### src/rtl/pool_feeder.sv
`default_nettype none
// ============================================================================
//  Module      : pool_feeder
//  Description : Streaming BRAM reader for the 2x2 max-pool stage. It walks a
//                pixel-major feature map (8 channels per word). For every beat
//                it reads the even and the odd horizontal neighbour of one
//                pixel pair, packs the two words lane by lane, and presents
//                one beat every two cycles. The loop order is row, then pair,
//                then channel group (innermost).
//  Ports       : clk, rst (async, active high)
//                start/input_size/channel/base_addr : job request and config
//                rd_en/rd_addr/rd_data              : BRAM read port
//                infeature/feat_valid/beat_h/p/g    : pool stage input
//                busy/done                          : job status
//  Revision    : 1.0 - initial release
// ============================================================================
module pool_feeder #(
   parameter int DATA_WIDTH = 16,
   parameter int ADDR_WIDTH = 16
) (
   input  logic                     clk,
   input  logic                     rst,
   input  logic                     start,
   input  logic [7:0]               input_size,
   input  logic [7:0]               channel,
   input  logic [ADDR_WIDTH-1:0]    base_addr,
   output logic                     rd_en,
   output logic [ADDR_WIDTH-1:0]    rd_addr,
   input  logic [DATA_WIDTH*8-1:0]  rd_data,
   output logic [DATA_WIDTH*16-1:0] infeature,
   output logic                     feat_valid,
   output logic [7:0]               beat_h,
   output logic [7:0]               beat_p,
   output logic [7:0]               beat_g,
   output logic                     busy,
   output logic                     done
);

   localparam logic [1:0] c_st_idle  = 2'd0;
   localparam logic [1:0] c_st_read  = 2'd1;
   localparam logic [1:0] c_st_drain = 2'd2;

   localparam logic [ADDR_WIDTH-1:0] c_addr_one = ADDR_WIDTH'(1);

   // Job configuration derived from the request inputs.
   logic [7:0]            w_g_num;
   logic [7:0]            w_p_num;
   logic [7:0]            w_r_num;
   logic                  w_degen;
   logic [ADDR_WIDTH-1:0] w_gstep;
   logic [ADDR_WIDTH-1:0] w_stride;

   assign w_g_num  = (channel <= 8'd8) ? 8'd1 : {3'b000, channel[7:3]};
   assign w_p_num  = {1'b0, input_size[7:1]};
   assign w_r_num  = {input_size[7:1], 1'b0};
   assign w_degen  = (w_p_num == 8'd0) || (channel == 8'd0);
   assign w_gstep  = ADDR_WIDTH'(w_g_num);
   // Row stride in words: S pixels of G groups each, modulo the address space.
   assign w_stride = ADDR_WIDTH'(input_size) * w_gstep;

   logic [1:0]            r_state;
   logic [7:0]            r_gn;
   logic [7:0]            r_pn;
   logic [7:0]            r_rn;
   logic [ADDR_WIDTH-1:0] r_gstep;
   logic [ADDR_WIDTH-1:0] r_gstep2;
   logic [ADDR_WIDTH-1:0] r_stride;
   logic [7:0]            r_h;
   logic [7:0]            r_p;
   logic [7:0]            r_g;
   logic                  r_phase;     // 0: even read on the bus, 1: odd read
   logic [ADDR_WIDTH-1:0] r_row;       // pixel (h,0) group 0
   logic [ADDR_WIDTH-1:0] r_pair;      // pixel (h,2p) group 0
   logic [ADDR_WIDTH-1:0] r_even;      // pixel (h,2p) group g

   logic                  w_last;
   logic [ADDR_WIDTH-1:0] w_pair_next;
   logic [ADDR_WIDTH-1:0] w_row_next;

   assign w_last      = (r_h == r_rn - 8'd1) && (r_p == r_pn - 8'd1) &&
                        (r_g == r_gn - 8'd1);
   assign w_pair_next = r_pair + r_gstep2;
   assign w_row_next  = r_row + r_stride;

   // ------------------------------------------------------------------------
   // Read sequencer
   // ------------------------------------------------------------------------
   always_ff @(posedge clk or posedge rst) begin
      if (rst) begin
         r_state  <= c_st_idle;
         r_gn     <= 8'd0;
         r_pn     <= 8'd0;
         r_rn     <= 8'd0;
         r_gstep  <= '0;
         r_gstep2 <= '0;
         r_stride <= '0;
         r_h      <= 8'd0;
         r_p      <= 8'd0;
         r_g      <= 8'd0;
         r_phase  <= 1'b0;
         r_row    <= '0;
         r_pair   <= '0;
         r_even   <= '0;
         rd_en    <= 1'b0;
         rd_addr  <= '0;
         busy     <= 1'b0;
         done     <= 1'b0;
      end else begin
         done <= 1'b0;
         case (r_state)
            c_st_idle: begin
               if (start) begin
                  if (w_degen) begin
                     done <= 1'b1;
                  end else begin
                     r_state  <= c_st_read;
                     busy     <= 1'b1;
                     r_gn     <= w_g_num;
                     r_pn     <= w_p_num;
                     r_rn     <= w_r_num;
                     r_gstep  <= w_gstep;
                     r_gstep2 <= w_gstep + w_gstep;
                     r_stride <= w_stride;
                     r_h      <= 8'd0;
                     r_p      <= 8'd0;
                     r_g      <= 8'd0;
                     r_phase  <= 1'b0;
                     r_row    <= base_addr;
                     r_pair   <= base_addr;
                     r_even   <= base_addr;
                     rd_en    <= 1'b1;
                     rd_addr  <= base_addr;
                  end
               end
            end
            c_st_read: begin
               if (!r_phase) begin
                  // Odd neighbour is one pixel (G words) after the even one.
                  r_phase <= 1'b1;
                  rd_addr <= r_even + r_gstep;
               end else begin
                  r_phase <= 1'b0;
                  if (w_last) begin
                     rd_en   <= 1'b0;
                     r_state <= c_st_drain;
                  end else if (r_g != r_gn - 8'd1) begin
                     r_g     <= r_g + 8'd1;
                     r_even  <= r_even + c_addr_one;
                     rd_addr <= r_even + c_addr_one;
                  end else if (r_p != r_pn - 8'd1) begin
                     r_g     <= 8'd0;
                     r_p     <= r_p + 8'd1;
                     r_pair  <= w_pair_next;
                     r_even  <= w_pair_next;
                     rd_addr <= w_pair_next;
                  end else begin
                     // Row advance uses the full stride so an odd last column
                     // is skipped.
                     r_g     <= 8'd0;
                     r_p     <= 8'd0;
                     r_h     <= r_h + 8'd1;
                     r_row   <= w_row_next;
                     r_pair  <= w_row_next;
                     r_even  <= w_row_next;
                     rd_addr <= w_row_next;
                  end
               end
            end
            c_st_drain: begin
               // Only the final beat can be valid once the sequencer is here.
               if (feat_valid) begin
                  r_state <= c_st_idle;
                  busy    <= 1'b0;
                  done    <= 1'b1;
               end
            end
            default: r_state <= c_st_idle;
         endcase
      end
   end

   // ------------------------------------------------------------------------
   // Return-data pipeline: tag each read with its phase and beat coordinates
   // so the data arriving one cycle later can be steered.
   // ------------------------------------------------------------------------
   logic                    r_q_valid;
   logic                    r_q_odd;
   logic [7:0]              r_q_h;
   logic [7:0]              r_q_p;
   logic [7:0]              r_q_g;
   logic [DATA_WIDTH*8-1:0] r_hold;
   logic [DATA_WIDTH*16-1:0] w_pack;

   for (genvar i = 0; i < 8; i++) begin : g_lane
      assign w_pack[DATA_WIDTH*2*i +: DATA_WIDTH]            = r_hold[DATA_WIDTH*i +: DATA_WIDTH];
      assign w_pack[DATA_WIDTH*2*i+DATA_WIDTH +: DATA_WIDTH] = rd_data[DATA_WIDTH*i +: DATA_WIDTH];
   end

   always_ff @(posedge clk or posedge rst) begin
      if (rst) begin
         r_q_valid  <= 1'b0;
         r_q_odd    <= 1'b0;
         r_q_h      <= 8'd0;
         r_q_p      <= 8'd0;
         r_q_g      <= 8'd0;
         r_hold     <= '0;
         infeature  <= '0;
         feat_valid <= 1'b0;
         beat_h     <= 8'd0;
         beat_p     <= 8'd0;
         beat_g     <= 8'd0;
      end else begin
         r_q_valid  <= rd_en;
         r_q_odd    <= r_phase;
         r_q_h      <= r_h;
         r_q_p      <= r_p;
         r_q_g      <= r_g;
         feat_valid <= 1'b0;
         if (r_q_valid && !r_q_odd) begin
            r_hold <= rd_data;
         end
         if (r_q_valid && r_q_odd) begin
            infeature  <= w_pack;
            feat_valid <= 1'b1;
            beat_h     <= r_q_h;
            beat_p     <= r_q_p;
            beat_g     <= r_q_g;
         end
      end
   end

endmodule
`default_nettype wire

### config.mk
export PLATFORM = sky130hd
export DESIGN_NAME = pool_feeder
export DESIGN_NICKNAME = d
export VERILOG_FILES = /design/src/rtl/pool_feeder.sv
export SDC_FILE = /design/constraint.sdc
export NUM_CORES = 1
export LEC_CHECK = 0
export BUFFER_PORTS_ARGS = -buffer_cell sky130_fd_sc_hd__buf_2
export CELL_PAD_IN_SITES_DETAIL_PLACEMENT = 0
export CELL_PAD_IN_SITES_GLOBAL_PLACEMENT = 1
export CORE_MARGIN = 2
export CORE_UTILIZATION = 48
export DETAILED_ROUTE_END_ITERATION = 7
export GPL_TIMING_DRIVEN = 1
export PLACE_DENSITY = 0.84
export SKIP_CTS_REPAIR_TIMING = 1
export SYNTH_ARGS = -nofsm -noshare
export SYNTH_HDL_FRONTEND = slang
export SYNTH_SLANG_ARGS = --single-unit
### constraint.sdc
create_clock -name clk -period 41 [get_ports clk]
set_clock_uncertainty 0.15 [all_clocks]
set_input_delay 6.15 -clock clk [delete_from_list [all_inputs] [get_ports clk]]
set_output_delay 6.15 -clock clk [all_outputs]
set_load 0.02 [all_outputs]
==> results.yml, run 1 <==
outcome:
  status: "complete, no violations"
timing:
  fin_crit_ps: 9553
  slew-limit-headroom_pct: 25.69
  finalCritPeriodShare_pct: 23.30
  drv_slew: 0
  rsz0062_at_grt: "false"
  holdWs_ps: 301.7
  fmax_mhz: 104.7
  worst_slew_pin_slew_ps: 1115
  fin_ws_ps: 31450
  setup_tns_ps: 0
  setup-violations-final: 0
  hold_viol: 0
global_route:
  antenna_found_initial: 18
  grt_remaining_overflow: 0
  grt_pass1_wl_mm: 104.5
  grt_pass1_vias: 17550
  grt_start_max_net_pins: 189
  grt_util_all_layers_pct: 25.33
routing:
  dr.pass1.iters: 5
  drcViolationCount: 0
  drt_iter0_markers: 1003
  vias_per_cell: 5.473
  routedWlPerCell_um: 21.69
  wl_mm: 68.77
  postRouteAntennaNets: 0
  via_count: 17350
power_and_ir_drop:
  power.internal_mw: 1.367
  swShare_pct: 35.78
  p_leak_nw: 13.70
  switching_power_uw: 761.5
  p_clk_share_pct: 25.7
  finalPower_mw: 2.128
  p_comb_share_pct: 34.6
  pwr-share-seq_pct: 39.7
  ir_drop_mv: 0.04097
  power.density_mw_per_mm2: 71.34
synth:
  syn_area_mm2: 0.02488
  synth_nets: 2229
  async_reset_ff_share_pct: 100.0
  synth_flop_cell: "dfrtp_1"
  synth.avg_cell_area_um2: 12.47
  synth_edf_count: 0
  synth_cells: 1995
  synth_warnings: 0
  seq_area_frac_synth_pct: 55.71
  netlist-cell-type-count: 76
  yosys_register_bits: 554
critical_path:
  reg2reg_from: "r_gstep2[2]$_DFFE_PP0P_"
  critPathSlowestCell: "fa_1"
  slowest_delay_ps: 550
  required_ps: 41300
  r2r-end: "r_even[14]$_DFFE_PP0P_"
  cp_top_family: "adder cells"
  r2r.worst_path.cells: 12
  crit_buf_inv: 2
  setup.worst_path.start_class: "input port"
  rrSetupSlack_ps: 36120
  crit_type: "in2reg"
  critPathMaxFanout: 10
  arrival_ps: 9850
  crit_chain: "buf_2 -> nand2_1 -> fa_1 -> fa_1 -> fa_1 -> inv_1 -> ha_1 -> a21o_1 -> a21oi_1 -> o21bai_1 -> a21oi_1 -> o21bai_1 -> a31o_2 -> a21oi_1 -> xnor2_1 -> o21ai_0"
  critPathCaptureType: "flip-flop"
place:
  io_buffers: 462
  post-dp-hpwl_mm: 50.61
  place_ws_ps: 30820
  finalWeightedCongestion: 0.9179
floorplanning:
  die_h_um: 231.7
  core_mm2: 0.05130
  rows: 83
  start_util_pct: 48.50
  ios: 463
  die_area_mm2: 0.05368
  die_w_um: 231.7
clocking:
  htree_levels: 2
  cts_buffers: 57
  cts_buffer_depth: 3
  clkTransAtPathRegs_ps: 60
  cts-root-buf: "clkbuf_16"
  clk_latency_ps: 600
  cts_tree: "yes"
  clkSinkCount: 554
hold_path:
  min_path_cells: 0
  min_from: "r_h[7]$_DFFE_PP0P_"
  holdPathEnd: "r_q_h[7]$_DFF_PP0_"
  hp-class: "reg2reg"
final_layout:
  utilization_pct: 58.15
  syn2layout_area_growth_pct: 19.89
  final_cell_mix: "dfrtp_1 (554), buf_2 (462), mux2_2 (414)"
  final_common_cell: "dfrtp_1"
  finish.net_count: 2667
  drive_gt1_share_pct: 40.98
job:
  cap_violations: 0
[worst max path at each step]
| stage | from | endpoint | cells past startpoint |
|---|---|---|---|
| detailed placement | channel[7] | r_stride[12]$_DFFE_PP0P_ | 16 |
| finish | channel[7] | r_stride[12]$_DFFE_PP0P_ | 16 |
| floorplan | rst | beat_g[0]$_DFFE_PP0P_ | 1 |
| global placement | channel[7] | r_stride[12]$_DFFE_PP0P_ | 16 |
| global route | channel[7] | r_stride[12]$_DFFE_PP0P_ | 16 |
| CTS | channel[7] | r_stride[12]$_DFFE_PP0P_ | 16 |
[sequential cells by signal, indices dropped and copies added (netlist names), 2 cells and up]
signal,count
r_h,8
beat_p,8
r_q_p,8
r_q_g,8
r_gstep2,5
r_pn,7
rd_addr,16
r_row,16
beat_g,8
r_even,16
r_q_h,8
r_state,2
r_stride,13
r_hold,128
infeature,256
r_pair,16
r_p,8
beat_h,8
r_g,8
[cell usage after synthesis (5+ instances only)]
cell type  instances  area share, %
a211oi_1          10           0.30
a21o_1            20           0.60
a21oi_1           62            1.2
a31oi_1           19           0.48
and2_1            25           0.63
and3_1            12           0.30
buf_1              8           0.12
buf_2             13           0.26
clkbuf_1          72            1.1
dfrtp_1          554             56
fa_1              21            1.7
ha_1              50            2.5
inv_1             54           0.81
mux2_2           414             19
mux2i_1           14           0.56
nand2_1          166            2.5
nand2b_1           8           0.20
nand3_1           40           0.80
nor2_1            89            1.3
nor2b_1           11           0.28
nor3_1            20           0.40
nor4_1             6           0.15
o211ai_1           8           0.24
o21a_1            10           0.30
o21ai_0           83            1.7
o21ai_1            5           0.10
o21bai_1           8           0.24
o22ai_1            7           0.18
o31ai_1           12           0.36
or2_2              6           0.15
or3_1              7           0.18
xnor2_1           42            1.5
xor2_1            37            1.3
[worst register-to-register path, stage by stage (launching register included)]
cell     delay (ps)
dfrtp_1         490
inv_1           220
ha_1            260
nor2b_1         160
or3_1           380
a31oi_1         300
o211a_1         790
nand2_1         470
o21ai_4         750
nor2_2           80
buf_4           240
o21ai_0         260
o221a_2         290
[cells by family (layout without fill, tap and decap cells)]
logic type / after synthesis / in the layout / share of synthesized area [%]
flip-flops: 554 / 554 / 55.71
multiplexers: 429 / 429 / 19.36
AND/OR/NAND/NOR: 410 / 410 / 7.683
AO/OA/AOI/OAI: 297 / 297 / 7.748
buffers and inverters: 155 / 639 / 2.514
XOR/XNOR: 79 / 79 / 2.781
adder cells (fa/ha/maj): 71 / 71 / 4.204
other: 0 / 11 / 0
[metrics by stage]
step,cell area [um2],instances
detailed placement,27810,3054
floorplan,24880,1995
CTS,29810,3159
finish,29830,3170
global route,29830,3170
global placement,27810,3054
[power by group through the flow]
| stage | Sequential [mW] | Clock [mW] | Combinational (mW) |
|---|---|---|---|
| after floorplan | 0.973 | 0 | 0.346 |
| after global placement | 0.840 | 0 | 0.725 |
| after detailed placement | 0.852 | 0 | 0.739 |
| after CTS | 0.843 | 0.558 | 0.743 |
| after global routing | 0.867 | 0.580 | 0.789 |
| final | 0.844 | 0.548 | 0.737 |
[per-layer routing]
layer	global-route usage, %	share of wire, %	vias to the layer above
met5	0	0	-
met4	11.32	4.1	0
met3	6.299	6.8	140
met2	43.20	50	507
met1	30.30	39	8807
li1	-	-	7895
[layout make-up]
cell class,count,area (um2)
diodes,11,27.53
clock buffers,78,1607
clock inverters,27,392.9
fillers,4222,21470
inverters,56,222.7
multi-input cells,1286,10430
flip-flops and latches,554,13860
well taps,680,850.8
repair buffers,478,2445
Power figures use the tool's default switching activity.
==> run 2: changes to the inputs <==
- CORE_UTILIZATION: 48 -> 40
- PLACE_DENSITY: 0.84 -> 0.75
- clock period: 41 -> 7.7 ns (I/O delays scaled with it)
==> results.yml, run 2 (same netlist as run 1, synthesis figures left out) <==
timing:
  hold_viol: 0
  fmax_mhz: 212.5
  fin_crit_ps: 4707
  slew-limit-headroom_pct: 20.98
  worst_slew_pin_slew_ps: 1185
  setup_tns_ps: 0
  finalCritPeriodShare_pct: 61.13
  setup-violations-final: 0
  drv_slew: 0
  rsz0062_at_grt: "false"
clocking:
  htree_levels: 2
  cts-root-buf: "clkbuf_16"
  cts_tree: "yes"
  cts_buffers: 60
  clkSinkCount: 554
  clk_latency_ps: 620
  cts_buffer_depth: 3
  clkTransAtPathRegs_ps: 70
final_layout:
  postLayoutCellArea_mm2: 0.03025
  drive_gt1_share_pct: 41.40
  finish.net_count: 2672
  multi_input_area_mm2: 0.01043
  final_cell_mix: "dfrtp_1 (554), buf_2 (462), mux2_2 (414)"
  final-seq-area_mm2: 0.01386
  syn2layout_area_growth_pct: 21.57
  top_register: "infeature"
  utilization_pct: 49.11
  final_common_cell: "dfrtp_1"
  reg.largest.list: "infeature: 256 flops, r_hold: 128 flops"
  largest_reg_flops: 256
  fin_cells: 3328
  fillers: 5498
critical_path:
  crit_type: "reg2reg"
  r2r-end: "r_even[14]$_DFFE_PP0P_"
  critPathMaxFanout: 25
  setup.worst_path.start_class: "flip-flop"
  critPathCapture: "r_even[14]$_DFFE_PP0P_"
  required_ps: 8110
  arrival_ps: 5110
  critPathLaunch: "r_gstep2[2]$_DFFE_PP0P_"
  r2r.worst_path.cells: 11
  critPathCaptureType: "flip-flop"
  rrSetupSlack_ps: 2990
  reg2reg_from: "r_gstep2[2]$_DFFE_PP0P_"
hold_path:
  hp-class: "reg2reg"
  min_path_cells: 0
floorplanning:
  die_area_mm2: 0.06422
  rows: 91
  core_mm2: 0.06160
  die_w_um: 253.4
  die_h_um: 253.4
  start_util_pct: 40.40
  ios: 463
job:
  cap_violations: 0
place:
  placed_cells: 3213
  finalWeightedCongestion: 0.8958
  place_area_mm2: 0.02805
  post-dp-hpwl_mm: 51.52
  io_buffers: 462
outcome:
  status: "complete, no violations"
global_route:
  grt_pass1_wl_mm: 104.4
  grt_start_max_net_pins: 165
  grt_pass1_vias: 17370
  antenna_found_initial: 12
  grt_util_all_layers_pct: 21.24
  grt_remaining_overflow: 0
power_and_ir_drop:
  ir_drop_mv: 0.2089
  power.density_mw_per_mm2: 381.2
  p_leak_nw: 13.81
routing:
  drcViolationCount: 0
  wl_mm: 69.73
  via_count: 17190
  dr.pass1.iters: 5
  vias_per_cell: 5.165
  postRouteAntennaNets: 0
  routedWlPerCell_um: 20.95
  drt_iter0_markers: 1032
## run 2: per-layer routing
| layer | track usage [%] | vias up | share of wire, % | wire length, um |
|---|---|---|---|---|
| met5 | 0 | - | 0.011 | 8 |
| met4 | 7.675 | 2 | 3.7 | 2568 |
| met3 | 6.075 | 143 | 7.6 | 5313 |
| met2 | 37.32 | 501 | 50 | 35120 |
| met1 | 24.59 | 8624 | 38 | 26720 |
| li1 | - | 7920 | - | - |
## run 2: worst min-delay path by stage
| stage | from | to | slack (ps) |
|---|---|---|---|
| 2_1_floorplan | r_h[2]$_DFFE_PP0P_ | r_q_h[2]$_DFF_PP0_ | 200 |
| 4_1_cts | r_h[7]$_DFFE_PP0P_ | r_q_h[7]$_DFF_PP0_ | 310 |
| 6_report | r_h[7]$_DFFE_PP0P_ | r_q_h[7]$_DFF_PP0_ | 300 |
| 3_5_place_dp | r_h[7]$_DFFE_PP0P_ | r_q_h[7]$_DFF_PP0_ | 290 |
| 3_3_place_gp | r_h[7]$_DFFE_PP0P_ | r_q_h[7]$_DFF_PP0_ | 280 |
| 5_1_grt | r_h[7]$_DFFE_PP0P_ | r_q_h[7]$_DFF_PP0_ | 340 |
## run 2: layout make-up
class	instances	share of cell area, %
Sequential cell	554	45.83
Multi-Input combinational cell	1286	34.49
Timing Repair Buffer	480	8.214
Clock buffer	79	5.596
Tap cell	837	3.462
Clock inverter	33	1.659
Inverter	56	0.7238
Antenna cell	3	0.02482
## run 2: metrics by stage
stage / setup WS [ps] / hold slack (ps) / power [mW]
floorplan: -1145 / 201.9 / 7.024
global placement: 2534 / 284.3 / 8.363
detailed placement: 2541 / 290.5 / 8.488
CTS: 3062 / 305.8 / 11.66
global route: 2796 / 339.3 / 12.14
finish: 2993 / 296.9 / 11.53
## run 2: power breakdown
| part | total (mW) | switching (mW) | internal, mW |
|---|---|---|---|
| Sequential | 4.47 | 0.582 | 3.89 |
| Combinational | 3.93 | 2.30 | 1.63 |
| Clock | 3.13 | 1.21 | 1.92 |
## run 2: critical path: stages, from the launching register on
cell and delay, ps:
dfrtp_1 440, inv_1 210, ha_1 240, nor4b_1 320
xor2_1 120, nor3_1 290, o211a_1 790, nand2_1 460
o21ai_4 730, nor2_2 350, o21ai_0 270, o221a_2 260
==> run 3: changes to the inputs <==
- ABC_AREA: not set -> 1
- CORE_UTILIZATION: 40 -> 42
- PLACE_DENSITY: 0.75 -> 0.8
- clock period: 7.7 -> 4.8 ns (I/O delays scaled with it)
==> results.yml, run 3 <==
outcome:
  status: "complete, no violations"
final_layout:
  final_cell_mix: "nand2_1 (1228), dfrtp_1 (554), buf_2 (462)"
  multi_input_area_mm2: 0.009942
  final-seq-area_mm2: 0.01386
  fillers: 5985
  final_common_cell: "nand2_1"
  reg.largest.list: "infeature: 256 flops, r_hold: 128 flops"
  fin_cells: 4345
  largest_reg_flops: 256
  finish.net_count: 3750
  syn2layout_area_growth_pct: 19.50
  utilization_pct: 50.66
  top_register: "infeature"
  drive_gt1_share_pct: 17.19
synth:
  netlist-cell-type-count: 45
  synth_warnings: 0
  ys_top_cells_by_count: "nand2_1 (1230), dfrtp_1 (554), o21ai_0 (315), inv_1 (312), nand3_1 (131)"
  synth.avg_cell_area_um2: 8.230
  synth_edf_count: 0
  yosys_register_bits: 554
  seq_area_frac_synth_pct: 54.28
  syn_area_mm2: 0.02554
  synth_flop_cell: "dfrtp_1"
  netlist_top_cells_area: "dfrtp_1 (54%), nand2_1 (18%), o21ai_0 (6.2%)"
  synth_cells: 3103
  async_reset_ff_share_pct: 100.0
  synth_nets: 3337
  post-synth-top-count-cell: "nand2_1"
  yosysTopAreaCellShare_pct: 54.28
  yosysTopAreaCell: "dfrtp_1"
place:
  finalWeightedCongestion: 0.8818
  place_ws_ps: 380.8
  post-dp-hpwl_mm: 52.83
  io_buffers: 462
  placed_cells: 4236
clocking:
  clk_latency_ps: 620
  htree_levels: 2
  clkSinkCount: 554
  cts_buffers: 59
  cts_buffer_depth: 3
  clkTransAtPathRegs_ps: 60
  cts_tree: "yes"
  cts-root-buf: "clkbuf_16"
routing:
  vias_per_cell: 4.873
  drcViolationCount: 0
  drt_iter0_markers: 1478
  via_count: 21180
  wl_mm: 74.20
  dr.pass1.iters: 5
  routedWlPerCell_um: 17.08
  postRouteAntennaNets: 0
hold_path:
  hp-class: "in2reg"
timing:
  finalCritPeriodShare_pct: 79.73
  fin_crit_ps: 3827
  hold_viol: 0
  drv_slew: 0
  holdWs_ps: 215.3
  fin_ws_ps: 973.1
  slew-limit-headroom_pct: 21.23
  rsz0062_at_grt: "false"
  fmax_mhz: 261.3
  worst_slew_pin_slew_ps: 1182
  setup-violations-final: 0
power_and_ir_drop:
  p_leak_nw: 16.95
  power.density_mw_per_mm2: 652.9
  ir_drop_mv: 0.3312
critical_path:
  critPathMaxFanout: 10
  critPathCaptureType: "flip-flop"
  crit_buf_inv: 4
  slowest_delay_ps: 550
  crit_chain: "buf_2 -> nand2_1 -> inv_1 -> fa_1 -> fa_1 -> inv_1 -> fa_1 -> inv_1 -> ha_1 -> a21oi_1 -> nand2_1 -> nand2_1 -> nand2_1 -> nand2_1 -> a21oi_1 -> o21ai_0 -> nand3_1 -> a31oi_1"
  required_ps: 5170
  setup.worst_path.start_class: "input port"
  cp_top_family: "adder cells"
  crit_type: "in2reg"
  arrival_ps: 4200
  cp_common_cell: "nand2_1"
  critPathSlowestCell: "fa_1"
floorplanning:
  start_util_pct: 42.39
  ios: 463
  core_mm2: 0.06025
  die_area_mm2: 0.06279
  die_w_um: 250.6
  rows: 90
  die_h_um: 250.6
job:
  cap_violations: 0
global_route:
  antenna_found_initial: 6
  grt_util_all_layers_pct: 23.47
  grt_pass1_wl_mm: 116.3
  grt_pass1_vias: 20140
  grt_remaining_overflow: 0
  grt_start_max_net_pins: 251
run 3: cell types whose count changed in the layout (fill, tap and decap cells not counted), moves of 20 or more:
cell | before | now
nand2_1 | 165 | 1228
mux2_2 | 414 | 0
inv_1 | 53 | 311
o21ai_0 | 83 | 315
nand3_1 | 40 | 131
xnor2_1 | 42 | 11
o21ai_1 | 4 | 30
and2_1 | 25 | 0
a21o_1 | 20 | 0
run 3: per-stage QoR:
step                cell area (um2)  power [mW]  TNS (ps)
finish                        30520       19.93         0
CTS                           30500       20.09         0
global route                  30510       21.37         0
floorplan                     25540       12.73  -1999830
global placement              28550       15.31         0
detailed placement            28550       15.43         0
run 3: cell families (layout without fill, tap and decap cells):
logic type      after synthesis  after routing  share of synthesized area, %
buf+inv                     453            910                         6.884
simple gates               1529           1529                         24.03
other cells                   0              3                             0
compound gates              440            440                         8.784
xor+xnor                     56             56                         1.921
flops                       554            554                         54.28
fa+ha+maj                    71             71                         4.096
run 3: final timing paths:
path | from | endpoint | slack [ps] | cells after the start
max | channel[7] | r_stride[10]$_DFFE_PP0P_ | 970 | 18
min | rd_data[24] | infeature[56]$_DFFE_PP0P_ | 220 | 3
max reg2reg | r_gstep2[2]$_DFFE_PP0P_ | r_pair[9]$_DFFE_PP0P_ | 1120 | 12
min reg2reg | r_q_p[4]$_DFF_PP0_ | beat_p[4]$_DFFE_PP0P_ | 270 | 2
max in group asynchronous | rst | infeature[128]$_DFFE_PP0P_ | 2660 | 4
min in group asynchronous | rst | r_hold[123]$_DFFE_PP0P_ | 470 | 3
run 3: per-layer routing:
layer	up-vias	track usage, %	part of all wire, %
met5	-	0	0.070
met4	8	6.125	2.5
met3	109	5.196	6.2
met2	483	38.20	47
met1	10030	31.83	44
li1	10550	-	-
run 3: layout make-up:
class | count | share of cell area, %
sequential | 554 | 45.42
multi-input combinational | 2096 | 32.58
timing repair buffer | 484 | 8.372
clock buffer | 88 | 5.723
inverter | 321 | 3.993
tap | 782 | 3.206
clock inverter | 17 | 0.6805
antenna | 3 | 0.02460
run 3: report_power, final:
group          total, mW  internal (mW)  switching (mW)
Clock               4.58           2.67            1.91
Combinational       7.58           2.43            5.15
Sequential          7.77           6.61            1.16
Total               19.9           11.7            8.22
run 3: worst min-delay path: cells and delay by family:
family | cells | cell delay (ps)
AO/OA/AOI/OAI | 1 | 80
buffers and inverters | 2 | 150
